## src/rtl/readbuf_stream_arbiter.sv

```systemverilog
// Frame-level round-robin arbiter sharing one AXI-Stream byte port among NREQ
// readbuf channels, with a source-starvation watchdog that releases a stalled grant.
module readbuf_stream_arbiter #(
  parameter int NREQ = 4,
  parameter int DW   = 8,
  parameter int TOUT = 255
) (
  input  logic                     clk,
  input  logic                     rst,
  input  logic [NREQ-1:0]          s_tvalid,
  input  logic [NREQ-1:0]          s_tlast,
  input  logic [NREQ*DW-1:0]       s_tdata,
  output logic [NREQ-1:0]          s_tready,
  output logic                     m_tvalid,
  output logic                     m_tlast,
  output logic [DW-1:0]            m_tdata,
  input  logic                     m_tready,
  output logic [NREQ-1:0]          grant,
  output logic [$clog2(NREQ)-1:0]  grant_id,
  output logic                     busy,
  output logic                     frame_done,
  output logic                     timeout_err
);

  localparam int IW = $clog2(NREQ);
  localparam int WW = $clog2(TOUT + 1);

  typedef enum logic {IDLE, XFER} state_t;

  state_t          state, state_nxt;
  logic [IW-1:0]   ptr, ptr_nxt, grant_id_nxt, pick;
  logic            pick_vld;
  logic [NREQ-1:0] grant_nxt;
  logic [WW-1:0]   wd_cnt, wd_nxt;
  logic            frame_done_nxt, timeout_err_nxt;
  logic            cur_valid, cur_last, hs;

  function automatic logic [IW-1:0] wrap_inc(input logic [IW-1:0] v);
    return (int'(v) == NREQ - 1) ? '0 : v + 1'b1;
  endfunction

  // Round-robin pick: descending scan so the lowest offset from ptr wins.
  always_comb begin
    logic [IW-1:0] idx;
    pick     = '0;
    pick_vld = 1'b0;
    for (int k = NREQ - 1; k >= 0; k--) begin
      idx = IW'((int'(ptr) + k) % NREQ);
      if (s_tvalid[idx]) begin
        pick     = idx;
        pick_vld = 1'b1;
      end
    end
  end

  // Zero-latency grant mux; grant is zero in IDLE so every output is quiet there.
  assign busy      = (state == XFER);
  assign cur_valid = busy & s_tvalid[grant_id];
  assign cur_last  = busy & s_tlast[grant_id];
  assign m_tvalid  = cur_valid;
  assign m_tlast   = cur_last;
  assign m_tdata   = busy ? s_tdata[grant_id*DW +: DW] : '0;
  assign s_tready  = grant & {NREQ{m_tready}};
  assign hs        = cur_valid & m_tready;

  always_comb begin
    // NOTE: every variable gets a default first so no path leaves it unassigned (no latch).
    state_nxt       = state;
    grant_nxt       = grant;
    grant_id_nxt    = grant_id;
    ptr_nxt         = ptr;
    wd_nxt          = wd_cnt;
    frame_done_nxt  = 1'b0;
    timeout_err_nxt = 1'b0;
    case (state)
      IDLE: begin
        wd_nxt = '0;
        if (pick_vld) begin
          state_nxt         = XFER;
          grant_nxt         = '0;
          grant_nxt[pick]   = 1'b1;
          grant_id_nxt      = pick;
        end
      end
      XFER: begin
        if (hs && cur_last) begin
          state_nxt      = IDLE;
          grant_nxt      = '0;
          ptr_nxt        = wrap_inc(grant_id);
          wd_nxt         = '0;
          frame_done_nxt = 1'b1;
        end else if (wd_cnt == WW'(TOUT)) begin
          // Counter reached TOUT on the previous edge; tlast above takes priority.
          state_nxt       = IDLE;
          grant_nxt       = '0;
          ptr_nxt         = wrap_inc(grant_id);
          wd_nxt          = '0;
          timeout_err_nxt = 1'b1;
        end else if (cur_valid) begin
          wd_nxt = '0;
        end else begin
          wd_nxt = wd_cnt + 1'b1;
        end
      end
      default: state_nxt = IDLE;
    endcase
  end

  always_ff @(posedge clk or posedge rst) begin
    if (rst) begin
      state       <= IDLE;
      grant       <= '0;
      grant_id    <= '0;
      ptr         <= '0;
      wd_cnt      <= '0;
      frame_done  <= 1'b0;
      timeout_err <= 1'b0;
    end else begin
      // NOTE: non-blocking assignments so all state updates see pre-edge values.
      state       <= state_nxt;
      grant       <= grant_nxt;
      grant_id    <= grant_id_nxt;
      ptr         <= ptr_nxt;
      wd_cnt      <= wd_nxt;
      frame_done  <= frame_done_nxt;
      timeout_err <= timeout_err_nxt;
    end
  end

endmodule

```

## config.mk

```make
export PLATFORM = sky130hd
export DESIGN_NAME = readbuf_stream_arbiter
export DESIGN_NICKNAME = d
export VERILOG_FILES = /design/src/rtl/readbuf_stream_arbiter.sv
export SDC_FILE = /design/constraint.sdc
export NUM_CORES = 1
export LEC_CHECK = 0
export ABC_CLOCK_PERIOD_IN_PS = 5600
export BUFFER_PORTS_ARGS = -buffer_cell sky130_fd_sc_hd__clkbuf_2
export CELL_PAD_IN_SITES_DETAIL_PLACEMENT = 2
export CELL_PAD_IN_SITES_GLOBAL_PLACEMENT = 2
export CORE_MARGIN = 2
export CORE_UTILIZATION = 29
export CTS_BUF_LIST = sky130_fd_sc_hd__clkbuf_8
export CTS_CLUSTER_SIZE = 8
export DETAILED_ROUTE_END_ITERATION = 8
export HOLD_SLACK_MARGIN = 0.05
export PLACE_DENSITY = 0.9
export SLEW_MARGIN = 20
export SYNTH_ARGS = -nofsm -noshare
export SYNTH_HDL_FRONTEND = slang
export SYNTH_SLANG_ARGS = --single-unit
```

## constraint.sdc

```tcl
create_clock -name clk -period 5.6 [get_ports clk]
set_clock_uncertainty 0.05 [all_clocks]
set_input_delay 1.12 -clock clk [delete_from_list [all_inputs] [get_ports clk]]
set_output_delay 1.12 -clock clk [all_outputs]
set_load 0.02 [all_outputs]
```

==> reports/summary.json <==
{
  "clocking": {
    "insertion_delay_ps": 260,
    "ctsLongestPathBuffers": 2,
    "post_cts_hold_buffer_count": 0,
    "post_cts_buffers": 0,
    "post_cts_resized": 0,
    "tritoncts": "yes",
    "clkSlewWorstSetupHoldPaths_ps": 70,
    "clock_root_buffer": "clkbuf_8",
    "numCtsBuffers": 3,
    "htreeDepth": 1,
    "clock_sink_count": 19
  },
  "status": {
    "outcome": "finished clean"
  },
  "placed_design": {
    "placement.setup.worst_slack_ps": 2350,
    "routabilityCongestion": 0.780,
    "io_buffer_count": 65,
    "post-dp-hpwl_um": 3270
  },
  "power": {
    "report.power.total_uw": 768,
    "power_per_cell_area_nw_per_um2": 456,
    "vdd_ir_drop_max_mv": 0.183,
    "power.net_switching_uw": 347,
    "power_frac_comb_pct": 54.4,
    "cellInternalPower_uw": 421,
    "power_leakage_uw": 0.000847,
    "proportion_of_power_drawn_by_the_clock_network_pct": 12.6,
    "pwr-share-seq_pct": 33.0,
    "power_switching_share_pct": 45.2
  },
  "critical_path": {
    "critical_path_start_end_classification": "reg -> out",
    "critical_path.startpoint_type": "flop",
    "worstSetupEndpointType": "primary output",
    "critical-path-top-delay-family": "flip-flops",
    "timing.critical_path.cells": "mux4_2 -> and2_1 -> clkbuf_2",
    "worst_ep_arrival_time_ps": 2120,
    "cp_data_required_time_ps": 4430,
    "critPathSlowestCell": "dfrtp_1",
    "worstPathBufferInverterCount": 1,
    "timing.critical_path.slowest_cell_delay_ps": 860,
    "path_max_fanout": 16
  },
  "yosys": {
    "syn_nets": 162,
    "syn-cell-area_um2": 1270,
    "netlist-cell-type-count": 37,
    "yosys_warnings": 0,
    "synth_cells": 117,
    "avg_inst_size_synth_um2": 10.8,
    "sequential_fraction_of_the_synthesis_area_pct": 37.5,
    "ys.flop_type": "dfrtp_1",
    "synth-async-reset-ratio_pct": 100,
    "postSynthRegisterBits": 19,
    "synth-edff-count": 0
  },
  "finish": {
    "layout_common_cells": "clkbuf_2, dfrtp_1, and2_1, nor2_1",
    "filler_cell_count": 494,
    "area_growth_syn_to_layout_pct": 32.9,
    "antennaDiodeCount": 0,
    "final_net_count": 228,
    "final_layout_size_suffix_gt1_share_pct": 48.9,
    "layout.cells.most_common": "clkbuf_2"
  },
  "floorplan": {
    "die_area_um2": 4910,
    "core_region_area_um2": 4260,
    "die_height_um": 70.1,
    "ioPinCount": 66,
    "start_util_pct": 29.7,
    "fp-row-count": 24,
    "chipWidth_um": 70.1
  },
  "min_path": {
    "hold_class": "reg -> reg"
  },
  "global_routing": {
    "antenna_violations_before_repair": 0,
    "grt_pass1_wl_um": 6630,
    "gr-usage-all-layers_pct": 17.0,
    "maximum_number_of_pins_on_one_net_before_global_route_repair": 20,
    "grt_pass1_vias": 1320,
    "grt_overflow_total": 0
  },
  "drt": {
    "drtAntennaViolNets": 0,
    "route.detailed.wl_per_inst_um": 17.0,
    "detail_route.drc_violations": 0,
    "drt-met1-wl_um": 1750,
    "via_per_inst": 5.12,
    "drt_first_iter_violations": 14,
    "detail_route.wirelength_um": 3980,
    "detailedRoute.firstPassIterationCount": 4,
    "via_count": 1198,
    "topRoutingLayerUsed": "met4",
    "dr_wl_met3_um": 289,
    "wl_met2_um": 1910
  },
  "timing": {
    "final_min_period_over_clock_period_pct": 58.8,
    "report.final.slew_viol_count": 0,
    "finalSetupViolations": 0,
    "timing.final.ws_setup_ps": 2310,
    "post-route-min-period_ps": 3290,
    "setup_tns_ps": 0,
    "worst-slew-pin-transition_ps": 787,
    "report.final.hold_viol_count": 0,
    "fmaxAchievable_mhz": 304,
    "max-slew-margin-rel_pct": 47.5,
    "grt_setup_unrepaired": "false"
  },
  "job": {
    "max_cap_viols": 0
  }
}
[cell usage after synthesis (2+ instances only)]
cell type	count	area (um2)
a21oi_1	2	10.0
a31o_2	3	26.3
and2_1	15	93.8
clkbuf_1	2	7.51
dfrtp_1	19	475
ha_1	2	25.0
inv_1	6	22.5
mux2i_1	3	30.0
mux4_2	9	203
nand2_1	9	33.8
nand2b_1	2	12.5
nand3_1	4	20.0
nor2_1	11	41.3
o21ai_0	3	15.0
xnor2_1	3	26.3
xor2_1	3	26.3
[cells by family (layout without fill, tap and decap cells)]
family,count (synthesis),after routing,synth area share (%)
xor gates and xnor gates,6,6,4.15
and+or+nand+nor,49,49,20.9
buffers and inverters,10,75,3.36
AOI/OAI and AO/OA,17,17,11.7
adders and majority gates,2,2,1.98
DFF,19,19,37.5
muxes,14,14,20.5
[routing by layer]
metal / global-route usage, % / vias to the layer above
met4: 3.21 / 0
met5: 0 / -
li1: - / 544
met3: 4.18 / 3
met1: 21.1 / 588
met2: 30.1 / 63
[worst reg2reg max path, cell delays in order (launching register included)]
cell      delay (ps)
dfrtp_1          860
mux4_2           650
a21oi_2          190
nand2b_4         190
mux2_4           310
[area by class of cell]
cell class	count	area, um2	area share [%]
Timing Repair Buffer	65	325	19.3
Multi-Input combinational cell	88	748	44.5
Clock buffer	3	41.3	2.45
Tap cell	52	65.1	3.87
Clock inverter	1	5.00	0.297
Sequential cell	19	475	28.3
Inverter	6	22.5	1.34
[sequential cells by signal, summed over array words and instances, names as in the netlist]
name,cells
ptr,2
timeout_err,1
busy,1
wd_cnt,8
frame_done,1
grant_id,2
grant,4
[path summary, 6_finish.rpt]
check,start,to,slack [ps],cells past startpoint
min in group asynchronous,rst,grant_id[0]$_DFFE_PP0P_,920,2
max reg2reg,grant_id[0]$_DFFE_PP0P_,ptr[1]$_DFFE_PP0P_,3250,4
min,wd_cnt[0]$_DFF_PP0_,wd_cnt[0]$_DFF_PP0_,450,1
max,grant_id[0]$_DFFE_PP0P_,m_tlast,2310,3
min reg2reg,wd_cnt[0]$_DFF_PP0_,wd_cnt[0]$_DFF_PP0_,450,1
max in group asynchronous,rst,grant_id[1]$_DFFE_PP0P_,4100,2
[power by group through the flow]
stage	clock network (uW)	registers, uW	logic, uW
after global placement	0	255	408
final	96.9	253	417
after CTS	103	256	424
after global routing	104	268	454
after detailed placement	0	259	423
after floorplan	0	244	297
[stage by stage]
| stage | util (%) | hold slack, ps | instance area, um2 | cells |
|---|---|---|---|---|
| 2_1_floorplan | - | 405 | 1270 | 117 |
| 3_3_place_gp | 38.4 | 428 | 1640 | 230 |
| 3_5_place_dp | 38.4 | 449 | 1640 | 230 |
| 4_1_cts | 39.5 | 460 | 1680 | 234 |
| 5_1_grt | 39.5 | 488 | 1680 | 234 |
| 6_report | 39.5 | 452 | 1680 | 234 |
Power figures use the tool's default switching activity.
